--- src/rtl/calib_pkg.sv ---
// Shared types, default parameters and helpers for the calibration pipeline.
package calib_pkg;

  typedef enum logic {
    CW_OFF  = 1'b0,
    CW_GAIN = 1'b1
  } cw_sel_e;

  localparam int DEF_W    = 8;
  localparam int DEF_GW   = 8;
  localparam int DEF_FRAC = 7;
  localparam int DEF_NCH  = 3;

  // Unity gain in GW-bit fixed point; saturates if 1<<frac does not fit in gw bits.
  function automatic logic [31:0] unity_gain(input int gw, input int frac);
    logic [31:0] u;
    if (frac < gw) u = 32'd1 << frac;
    else           u = (32'd1 << gw) - 32'd1;
    return u;
  endfunction

  // Clamp an unsigned value to the largest w-bit number.
  function automatic logic [31:0] sat_u(input logic [31:0] value, input int w);
    logic [31:0] maxv;
    if (w >= 32) maxv = '1;
    else         maxv = (32'd1 << w) - 32'd1;
    return (value > maxv) ? maxv : value;
  endfunction

endpackage

--- src/rtl/calib_coef_rf.sv ---
// Per-channel offset/gain register file with write port, combinational read
// port and tracking of which channels have received both coefficients.
module calib_coef_rf
  import calib_pkg::*;
#(
  parameter int W    = DEF_W,
  parameter int GW   = DEF_GW,
  parameter int FRAC = DEF_FRAC,
  parameter int NCH  = DEF_NCH,
  localparam int CH_W = ($clog2(NCH) > 1) ? $clog2(NCH) : 1,
  localparam int CW_W = (W > GW) ? W : GW
) (
  input  logic            clk,
  input  logic            rst,
  input  logic            cw_en,
  input  logic [CH_W-1:0] cw_ch,
  input  cw_sel_e         cw_sel,
  input  logic [CW_W-1:0] cw_data,
  input  logic [CH_W-1:0] rd_ch,
  output logic [W-1:0]    rd_off,
  output logic [GW-1:0]   rd_gain,
  output logic [NCH-1:0]  cal_ok
);

  localparam logic [GW-1:0] UNITY = GW'(unity_gain(GW, FRAC));
  localparam logic [CH_W:0] NCH_V = (CH_W+1)'(NCH);

  logic [W-1:0]   off_q  [NCH];
  logic [GW-1:0]  gain_q [NCH];
  logic [NCH-1:0] off_wr;
  logic [NCH-1:0] gain_wr;
  logic           wr_hit;
  logic           rd_hit;

  assign wr_hit = cw_en && ({1'b0, cw_ch} < NCH_V);
  assign rd_hit = {1'b0, rd_ch} < NCH_V;
  assign cal_ok = off_wr & gain_wr;

  // Coefficient storage; out-of-range channels are dropped, reset restores defaults.
  always_ff @(posedge clk or posedge rst) begin
    if (rst) begin
      for (int i = 0; i < NCH; i++) begin
        off_q[i]  <= '0;
        gain_q[i] <= UNITY;
      end
      off_wr  <= '0;
      gain_wr <= '0;
    end else if (wr_hit) begin
      if (cw_sel == CW_GAIN) begin
        gain_q[cw_ch]  <= cw_data[GW-1:0];
        gain_wr[cw_ch] <= 1'b1;
      end else begin
        off_q[cw_ch]  <= cw_data[W-1:0];
        off_wr[cw_ch] <= 1'b1;
      end
    end
  end

  // Read port; unknown channels see zero offset and unity gain.
  always_comb begin
    rd_off  = '0;
    rd_gain = UNITY;
    if (rd_hit) begin
      rd_off  = off_q[rd_ch];
      rd_gain = gain_q[rd_ch];
    end
  end

endmodule

--- src/rtl/calib_pipe.sv ---
// Three-stage offset/gain calibration pipeline with a global stall:
// S1 adds and clamps the offset, S2 multiplies by gain, S3 scales and saturates.
module calib_pipe
  import calib_pkg::*;
#(
  parameter int W    = DEF_W,
  parameter int GW   = DEF_GW,
  parameter int FRAC = DEF_FRAC,
  parameter int NCH  = DEF_NCH,
  localparam int CH_W = ($clog2(NCH) > 1) ? $clog2(NCH) : 1,
  localparam int CW_W = (W > GW) ? W : GW
) (
  input  logic            clk,
  input  logic            rst,
  input  logic            in_valid,
  output logic            in_ready,
  input  logic [CH_W-1:0] in_ch,
  input  logic [W-1:0]    in_raw,
  output logic            out_valid,
  input  logic            out_ready,
  output logic [CH_W-1:0] out_ch,
  output logic [W-1:0]    out_data,
  input  logic            cw_en,
  input  logic [CH_W-1:0] cw_ch,
  input  logic            cw_sel,
  input  logic [CW_W-1:0] cw_data,
  input  logic            bypass,
  output logic [NCH-1:0]  cal_ok
);

  logic [W-1:0]        rd_off;
  logic [GW-1:0]       rd_gain;
  logic                advance;
  logic signed [W+1:0] sum;
  logic [W-1:0]        clamped;

  logic                v1;
  logic [CH_W-1:0]     ch1;
  logic                byp1;
  logic [W-1:0]        raw1;
  logic [W-1:0]        sum1;
  logic [GW-1:0]       gain1;

  logic                v2;
  logic [CH_W-1:0]     ch2;
  logic                byp2;
  logic [W-1:0]        raw2;
  logic [W+GW-1:0]     prod2;

  logic [W+GW-1:0]     shifted;
  logic [W-1:0]        corrected;

  calib_coef_rf #(.W(W), .GW(GW), .FRAC(FRAC), .NCH(NCH)) u_rf (
    .clk     (clk),
    .rst     (rst),
    .cw_en   (cw_en),
    .cw_ch   (cw_ch),
    .cw_sel  (cw_sel_e'(cw_sel)),
    .cw_data (cw_data),
    .rd_ch   (in_ch),
    .rd_off  (rd_off),
    .rd_gain (rd_gain),
    .cal_ok  (cal_ok)
  );

  assign advance  = ~out_valid | out_ready;
  assign in_ready = advance;

  // Raw plus sign-extended offset, clamped into the unsigned sample range.
  always_comb begin
    sum     = $signed({2'b00, in_raw}) + $signed({{2{rd_off[W-1]}}, rd_off});
    clamped = sum[W+1] ? '0 : (sum[W] ? '1 : sum[W-1:0]);
  end

  // Drop the fraction bits and saturate to the sample width.
  always_comb begin
    shifted   = prod2 >> FRAC;
    corrected = W'(sat_u(32'(shifted), W));
  end

  // S1: capture the accepted sample with the coefficients current at acceptance.
  always_ff @(posedge clk or posedge rst) begin
    if (rst) begin
      v1    <= 1'b0;
      ch1   <= '0;
      byp1  <= 1'b0;
      raw1  <= '0;
      sum1  <= '0;
      gain1 <= '0;
    end else if (advance) begin
      v1 <= in_valid;
      if (in_valid) begin
        ch1   <= in_ch;
        byp1  <= bypass;
        raw1  <= in_raw;
        sum1  <= clamped;
        gain1 <= rd_gain;
      end
    end
  end

  // S2: unsigned full-width product of clamped sum and gain.
  always_ff @(posedge clk or posedge rst) begin
    if (rst) begin
      v2    <= 1'b0;
      ch2   <= '0;
      byp2  <= 1'b0;
      raw2  <= '0;
      prod2 <= '0;
    end else if (advance) begin
      v2 <= v1;
      if (v1) begin
        ch2   <= ch1;
        byp2  <= byp1;
        raw2  <= raw1;
        prod2 <= {{GW{1'b0}}, sum1} * {{W{1'b0}}, gain1};
      end
    end
  end

  // S3: output register, holds while downstream is not ready.
  always_ff @(posedge clk or posedge rst) begin
    if (rst) begin
      out_valid <= 1'b0;
      out_ch    <= '0;
      out_data  <= '0;
    end else if (advance) begin
      out_valid <= v2;
      if (v2) begin
        out_ch   <= ch2;
        out_data <= byp2 ? raw2 : corrected;
      end
    end
  end

endmodule

--- config.mk ---
export PLATFORM = sky130hd
export DESIGN_NAME = calib_pipe
export DESIGN_NICKNAME = d
export VERILOG_FILES = /design/src/rtl/calib_pkg.sv /design/src/rtl/calib_coef_rf.sv /design/src/rtl/calib_pipe.sv
export SDC_FILE = /design/constraint.sdc
export NUM_CORES = 1
export LEC_CHECK = 0
export ABC_AREA = 0
export CAP_MARGIN = 20
export CELL_PAD_IN_SITES_DETAIL_PLACEMENT = 0
export CELL_PAD_IN_SITES_GLOBAL_PLACEMENT = 1
export CORE_ASPECT_RATIO = 1.1
export CORE_MARGIN = 5
export CORE_UTILIZATION = 52
export CTS_BUF_LIST = sky130_fd_sc_hd__clkbuf_16
export CTS_CLUSTER_DIAMETER = 150
export DETAILED_ROUTE_END_ITERATION = 16
export GPL_TIMING_DRIVEN = 1
export PLACE_DENSITY_LB_ADDON = 0.1
export SYNTH_ARGS = -nofsm -noshare
export SYNTH_HDL_FRONTEND = slang
export SYNTH_SLANG_ARGS = --single-unit
--- constraint.sdc ---
create_clock -name clk -period 8.8 [get_ports clk]
set_input_delay 0.88 -clock clk [delete_from_list [all_inputs] [get_ports clk]]
set_output_delay 0.88 -clock clk [all_outputs]
set_load 0.03 [all_outputs]
# Word-level counts from Yosys, hierarchy flattened
# Cells that the tools add are included.
# classes
add_sub_neg	1
multipliers	1
order_cmp	8
muxes	18
bitwise	8
reduce_logical	8
# op_table
operator	n
8-bit 2-to-1 mux	11
24-bit bitwise mux	2
8-bit binary-select mux with 2-bit select	2
8-bit demux with 2-bit select	1
8-bit by 8-bit multiplier with 16-bit output	1
9-bit by 8-bit adder with 10-bit output	1
2-bit AND reduction	5
9-bit by 8-bit greater-than comparator with 1-bit output, second input constant	1
3-bit >= comparator, second input constant	2
2-bit inverter with 3-bit output	2
3-bit bitwise OR	2
2-bit < comparator, second input constant	2
3-bit AND	1
1-bit logical AND	3
2-bit by 3-bit < comparator with 1-bit output, second input constant	1
3-bit by 1-bit < comparator with 1-bit output, second input constant	1
1-bit demux with 2-bit select	1
2-bit by 1-bit >= comparator with 1-bit output, second input constant	1
1-bit inverter	2
1-bit 2-to-1 mux	1
1-bit bitwise OR	1
# totals
register_bits	121
inputBits	27
out_inout_bits	15
elab_cells	66

# Depth between registers and ports, before layout
# Gate-level depths: netlist of run 1.
# logic_depth
ltp_word	8
mapped_depth	16
ltp_nobuf	16

# By module
# Synthesis of run 1 repeated with hierarchy kept, for this count alone.
# hier_totals
cells_unflattened	659
area_unflattened_um2	7159.4
# by_module_without_submodules
mod	n_inst	cells_each	area_per_inst_um2	seq_area_each_um2
calib_pipe	1	497	4755.8	1501.4
calib_coef_rf	1	162	2403.6	1355.0

# Worst setup path after synthesis of run 1
# No wires, ideal clock.
# synth_timing
path_type	register to register
startpoint	reg gain1[7]
endpoint	reg prod2[12]
setup_ns	0.120
arrival_ns	4.125
t_required_ns	8.680
setup_slack_ns	4.555
path_stages_with_launch	14
path_buffers	0
synth_period_minus_slack_ns	4.245
path_cell_list	dfrtp_1 -> and2_1 -> fa_1 -> fa_1 -> fa_1 -> inv_1 -> fa_1 -> inv_1 -> ha_1 -> a21o_1 -> nor3_1 -> a211oi_2 -> or3_1 -> a41o_1
# synth_between
elab_chain_cells	1
# synth_lines
element	line_no	text
from (decl)	calib_pipe.sv:42	logic [GW-1:0] gain1;
from (signal assigned)	calib_pipe.sv:97	gain1 <= rd_gain;
8-bit by 8-bit multiplier with 16-bit output	calib_pipe.sv:116	prod2 <= {{GW{1'b0}}, sum1} * {{W{1'b0}}, gain1};
to (signal assigned)	calib_pipe.sv:116	
to (decl)	calib_pipe.sv:48	logic [W+GW-1:0] prod2;
# No other way between the ends.
# A chain may end at the register's enable or synchronous reset.

# Final worst setup path of run 1
# Ends and elaborated chain as after synthesis.

==> results of run 1 <==
==> worst max-delay path by stage <==
stage	to	from	cells past startpoint	slack (ns)
floorplan	prod2[12]	gain1[7]	13	4.55
global placement	sum1[2]	in_ch[0]	13	4.19
detailed placement	sum1[5]	in_ch[0]	13	4.16
CTS	prod2[12]	gain1[7]	13	4.27
global route	prod2[12]	sum1[1]	14	4.09
finish	prod2[12]	gain1[7]	13	4.26
==> synthesized netlist by cell type, types with 5 or more instances <==
master / number / area, um^2
a21oi_1: 28 / 140.1
a311oi_1: 5 / 43.79
and2_1: 55 / 344.1
buf_2: 5 / 25.02
clkbuf_1: 17 / 63.81
dfrtp_1: 111 / 2778
fa_1: 36 / 720.7
ha_1: 42 / 525.5
inv_1: 49 / 183.9
mux2_2: 63 / 709.4
mux2i_1: 16 / 160.2
nand2_1: 86 / 322.8
nand3_1: 7 / 35.03
nor2_1: 38 / 142.6
nor3_1: 6 / 30.03
o21ai_0: 33 / 165.2
o21ai_1: 5 / 25.02
xnor2_1: 6 / 52.55
xor2_1: 6 / 52.55
==> registers in the layout (all words and copies together) (netlist names) <==
signal / count
out_valid: 1
u_rf.off_q: 24
out_ch: 2
u_rf.off_wr: 3
u_rf.gain_q: 24
ch1: 2
v2: 1
prod2: 9
v1: 1
raw1: 8
out_data: 8
gain1: 8
byp1: 1
raw2: 8
sum1: 8
byp2: 1
u_rf.gain_wr: 3
ch2: 2
==> power by group through the flow <==
stage	Clock [mW]	Sequential, mW	Combinational, mW
after CTS	0.725	0.850	1.85
after floorplan	0	0.829	1.40
final	0.714	0.849	1.83
after detailed placement	0	0.857	1.83
after global routing	0.753	0.877	2.10
after global placement	0	0.845	1.79
==> cells in the final DEF (no fill, tap or decap), drive strengths merged, types with 4 or more instances in the layout <==
master,n
dfrtp,111
nand2,86
mux2,63
and2,55
inv,53
ha,42
clkdlybuf4s50,41
o21ai,40
nor2,39
fa,36
a21oi,28
clkbuf,17
mux2i,16
nand3,7
xor2,7
nor3,7
xnor2,6
a311oi,6
or2,5
bufinv,4
a211oi,4
clkinv,4
==> metal layers <==
layer  wire length (um)  GRT usage (%)  part of all wire, %
met2               7555          34.05                   51
met1               6532          26.05                   44
met5                  0              0                    0
met4                408          7.746                  2.7
met3                393          4.084                  2.6
==> final cells by class <==
cell class,instances,area share [%]
clock inverter,15,2.347
inverter,49,2.285
timing repair buffer,43,5.215
multi-input combinational,480,47.45
tap,161,2.469
clock buffer,17,5.215
sequential,114,35.02
==> logic make-up after synthesis <==
kind of cell | count (synthesis)
multiplexers | 79
buffers and inverters | 71
adder cells (fa/ha/maj) | 78
XOR/XNOR | 13
AND/OR/NAND/NOR | 217
AO/OA/AOI/OAI | 93
flip-flops | 114
==> worst max-delay path, stage by stage, from the launching register on <==
cell      delay, ns
dfrtp_1        0.47
and2_1         0.23
fa_1           0.51
fa_1           0.51
fa_1           0.54
inv_1          0.06
fa_1           0.53
inv_1          0.04
ha_1           0.32
a21o_1         0.22
nor3_1         0.28
a211oi_2       0.14
or3_1          0.32
a41o_1         0.24
==> impl_metrics.py, run 1 <==
metrics = {
    "timing": {
        "hold_viol": 0,
        "tns_ns": 0,
        "setup_slack_ns": 4.261,
        "rsz0062_at_grt": "no",
        "tightest_slew_ns": 1.022,
        "drv_slew": 0,
        "period_needed_ns": 4.539,
        "skew_ns": 0.006206,
        "min_period_over_period_pct": 51.58,
        "setup_viol": 0,
        "max_freq_mhz": 220.3,
        "whs_ns": 0.4612,
        "relSlewSlack_pct": 31.70,
    },
    "floorplan": {
        "die-width_um": 120.6,
        "io_pins": 42,
        "coreArea_um2": 13210,
        "dieArea_um2": 15890,
        "initial_core_util_pct": 52.98,
        "die_h_um": 131.7,
        "fp-row-count": 44,
    },
    "drt": {
        "wl_per_cell_um": 16.94,
        "first_iter_violations": 219,
        "routed_wl_um": 14890,
        "dr.pass1.iters": 4,
        "via_per_inst": 5.433,
        "drtAntennaViolNets": 0,
        "num_vias": 4776,
        "route.detailed.drc": 0,
    },
    "hold_path": {
        "min_from": "u_rf.off_wr[0]",
        "hold_depth": 1,
        "hold_class": "reg2reg",
        "hold_path_end": "u_rf.off_wr[0]",
    },
    "pwr": {
        "leakage_nw": 3.801,
        "cellPowerDensity_nw_per_um2": 415.6,
        "p_seq_share_pct": 25.0,
        "fin_total_pwr_mw": 3.390,
        "clkPwrFrac_pct": 21.1,
        "peakVddDrop_v": 0.0001954,
        "share_comb_of_total_power_pct": 53.9,
        "sw_frac_of_total_pct": 41.86,
        "p_switching_mw": 1.419,
        "p_int_mw": 1.971,
    },
    "finish": {
        "num-fill-cells": 1093,
        "final_util_pct": 61.74,
        "drive_gt1_share_pct": 15.88,
        "regArea_um2": 2856,
        "n_antenna_cell": 0,
        "multiInputGateArea_um2": 3871,
        "final_area_um2": 8158,
        "final_cells": 879,
        "nets": 810,
        "area_growth_pct": 16.53,
    },
    "placement": {
        "place_congestion": 0.8419,
        "dp_hpwl_um": 11190,
        "port_buffers": 41,
        "place_ws_ns": 4.164,
        "place_inst": 847,
        "place_area_um2": 7541,
    },
    "cts": {
        "cts_hold_buf": 0,
        "clockBufferDepth": 2,
        "numCtsBuffers": 17,
        "cts_sinks": 114,
        "cts_htree_levels": 4,
        "cts_tree": "built",
        "cts_resized": 0,
        "clk_pin_slew_ns": 0.05,
        "clockRootBuffer": "clkbuf_16",
        "insertion_delay_ns": 0.41,
        "cts_setup_buffers": 0,
    },
    "yosys": {
        "synth.area.mux_share_pct": 12.42,
        "synth_fa_ha_area_share_pct": 17.80,
        "async_flop_share_pct": 100.0,
        "ys_seq_area_share_pct": 40.80,
        "synth_compound_area_share_pct": 8.257,
        "synth_cell_types": 53,
        "synth.avg_cell_area_um2": 10.53,
        "synth_ff_type": "dfrtp_1",
        "synth-edff-count": 0,
        "synth_xor_area_share_pct": 1.734,
        "synthesis.area_um2": 7000,
        "synth_top_family_by_area": "adder cells",
        "synth_warnings": 0,
        "synth_fp_nets": 770,
        "ys_ff_latch": 114,
        "synthSimpleGateAreaFrac_pct": 15.08,
        "syn_inst": 665,
    },
    "critical_path": {
        "cp-start-kind": "register",
        "worst-setup-path-type": "reg2reg",
        "r2r_setup_slack_ns": 4.26,
        "cp_max_fo": 9,
        "rr_endpoint": "prod2[12]",
        "worstRegToRegCells": 13,
        "endpoint_kind": "register",
        "required_ns": 9.09,
        "crit_arrival_ns": 4.83,
        "rr_startpoint": "gain1[7]",
    },
    "global_route": {
        "grt_antenna_before_repair": 0,
        "grt_pass1_wl_um": 25600,
        "grt_pass1_vias": 5046,
        "grt_start_max_net_pins": 65,
        "gr-total-overflow": 0,
        "grt_usage_pct": 20.35,
    },
    "outcome": {
        "status": "completed",
    },
    "flow_run": {
        "cap_violations": 0,
    },
}
Note: power is estimated with default switching activity, not from simulation.
==> run 2: changes to the inputs <==
--- a/config.mk
+++ b/config.mk
@@ -11,7 +11,7 @@
 export CELL_PAD_IN_SITES_GLOBAL_PLACEMENT = 1
 export CORE_ASPECT_RATIO = 1.1
 export CORE_MARGIN = 5
-export CORE_UTILIZATION = 52
+export CORE_UTILIZATION = 48
 export CTS_BUF_LIST = sky130_fd_sc_hd__clkbuf_16
 export CTS_CLUSTER_DIAMETER = 150
 export DETAILED_ROUTE_END_ITERATION = 16
==> constraint.sdc (replaced) <==
create_clock -name clk -period 4.6 [get_ports clk]
set_input_delay 0.46 -clock clk [delete_from_list [all_inputs] [get_ports clk]]
set_output_delay 0.46 -clock clk [all_outputs]
set_load 0.03 [all_outputs]
==> impl_metrics.py, run 2 (same netlist as run 1, synthesis figures left out) <==
metrics = {
    "floorplan": {
        "fp-row-count": 46,
        "die_h_um": 136.7,
        "coreArea_um2": 14390,
        "initial_core_util_pct": 48.65,
        "die-width_um": 125.1,
        "io_pins": 42,
        "dieArea_um2": 17100,
    },
    "hold_path": {
        "min_from": "u_rf.off_wr[2]",
        "hold_depth": 1,
        "hold_path_end": "u_rf.off_wr[2]",
        "hold_class": "reg2reg",
    },
    "critical_path": {
        "r2r_setup_slack_ns": 0.18,
        "worst-setup-path-type": "reg2reg",
        "rr_endpoint": "prod2[12]",
        "cp_max_fo": 9,
        "rr_startpoint": "sum1[4]",
        "cp-start-kind": "register",
        "worstRegToRegCells": 14,
        "required_ns": 4.89,
        "endpoint_kind": "register",
        "crit_arrival_ns": 4.71,
    },
    "timing": {
        "relSlewSlack_pct": 37.28,
        "period_needed_ns": 4.419,
        "rsz0062_at_grt": "no",
        "skew_ns": 0.01109,
        "whs_ns": 0.4606,
        "hold_viol": 0,
        "tightest_slew_ns": 0.9408,
        "drv_slew": 0,
        "max_freq_mhz": 226.3,
        "min_period_over_period_pct": 96.07,
        "setup_viol": 0,
        "tns_ns": 0,
        "setup_slack_ns": 0.1807,
    },
    "flow_run": {
        "cap_violations": 0,
    },
    "pwr": {
        "cellPowerDensity_nw_per_um2": 794.7,
        "peakVddDrop_v": 0.0004779,
        "p_switching_mw": 2.744,
        "p_int_mw": 3.848,
        "leakage_nw": 3.865,
        "p_seq_share_pct": 24.1,
        "share_comb_of_total_power_pct": 54.1,
        "fin_total_pwr_mw": 6.592,
        "clkPwrFrac_pct": 21.8,
        "sw_frac_of_total_pct": 41.62,
    },
    "placement": {
        "place_inst": 886,
        "port_buffers": 41,
        "dp_hpwl_um": 11320,
        "place_ws_ns": 0.1128,
        "place_congestion": 0.9019,
    },
    "drt": {
        "num_vias": 4739,
        "routed_wl_um": 14940,
        "route.detailed.drc": 0,
        "drtAntennaViolNets": 0,
        "first_iter_violations": 282,
        "top_layer_used": "met4",
        "dr_wl_met3_um": 346,
        "dr_wl_met2_um": 7497,
        "dr.pass1.iters": 5,
        "via_per_inst": 5.162,
        "met1Wirelength_um": 6801,
        "wl_per_cell_um": 16.27,
    },
    "global_route": {
        "grt_start_max_net_pins": 63,
        "grt_pass1_vias": 5056,
        "grt_pass1_wl_um": 25520,
        "grt_usage_pct": 18.81,
        "gr-total-overflow": 0,
        "grt_antenna_before_repair": 0,
    },
    "finish": {
        "final_cells": 918,
        "area_growth_pct": 18.50,
        "biggestRegsByFlops": "u_rf.gain_q (24), u_rf.off_q (24), prod2 (9)",
        "n_antenna_cell": 0,
        "mostFrequentLayoutCells": "dfrtp_1, nand2_1, mux2_2, and2_1, inv_1",
        "final_common_cell": "dfrtp_1",
        "nets": 818,
        "drive_gt1_share_pct": 17.22,
    },
    "cts": {
        "cts_htree_levels": 4,
        "numCtsBuffers": 17,
        "cts_hold_buf": 0,
        "clk_pin_slew_ns": 0.05,
        "insertion_delay_ns": 0.41,
        "clockRootBuffer": "clkbuf_16",
        "cts_tree": "built",
        "clockBufferDepth": 2,
        "cts_sinks": 114,
    },
    "outcome": {
        "status": "completed",
    },
}
[run 2: changes by cell type in the layout (fill, tap and decap cells not counted), sizes merged]
| cell | previous run | this run |
|---|---|---|
| buf | 2 | 10 |
| clkinvlp | 3 | 0 |
| bufinv | 4 | 5 |
| clkinv | 4 | 5 |
| inv | 53 | 54 |
[run 2: per-stage QoR]
stage / instance area (um^2) / util [%]
after floorplan: 7000 / -
after global placement: 7640 / 53.10
after detailed placement: 7640 / 53.10
after CTS: 8277 / 57.52
after global routing: 8295 / 57.65
final: 8295 / 57.65
[run 2: timing repair]
item / CTS / global route
resized for setup: 0 / 5
endpoints found under the hold margin: 0 / 0
setup endpoints to repair: 0 / 2
setup buffers: 0 / 0
[run 2: worst max-delay path by stage]
stage	startpoint	to	slack, ns	cells past startpoint
after floorplan	gain1[7]	prod2[12]	0.35	13
after global placement	sum1[2]	prod2[12]	0.21	13
after detailed placement	sum1[4]	prod2[12]	0.11	14
after CTS	sum1[2]	prod2[12]	0.12	14
after global routing	gain1[5]	prod2[12]	0.005	15
final	sum1[4]	prod2[12]	0.18	14
[run 2: cell type report]
type | count | area (um^2)
clock inverter | 15 | 211.5
multi-input combinational | 480 | 3887
inverter | 49 | 186.4
tap | 192 | 240.2
fill | 1256 | 6093
timing repair buffer | 51 | 485.5
clock buffer | 17 | 425.4
sequential | 114 | 2859
[run 2: worst max-delay path: stages, from the launching register on]
cell      delay (ns)
dfrtp_1         0.46
and2_1          0.22
fa_1            0.56
fa_1            0.44
fa_1            0.55
inv_1           0.05
fa_1            0.52
inv_1           0.04
ha_1            0.33
nand2_1         0.15
a21oi_1         0.09
nor2_2          0.22
a211oi_2        0.12
or3_1           0.32
a41o_1          0.23
[run 2: power groups by stage]
stage	combinational, mW	clock [mW]	sequential [mW]
after floorplan	2.68	0	1.59
after global placement	3.51	0	1.59
after detailed placement	3.56	0	1.61
after CTS	3.59	1.46	1.59
after global routing	4.10	1.51	1.64
final	3.57	1.44	1.59
[run 2: layer usage]
layer,track usage [%],vias up
met4,6.386,0
met5,0,-
met1,23.32,2315
met2,33.26,66
met3,3.513,21
li1,-,2337
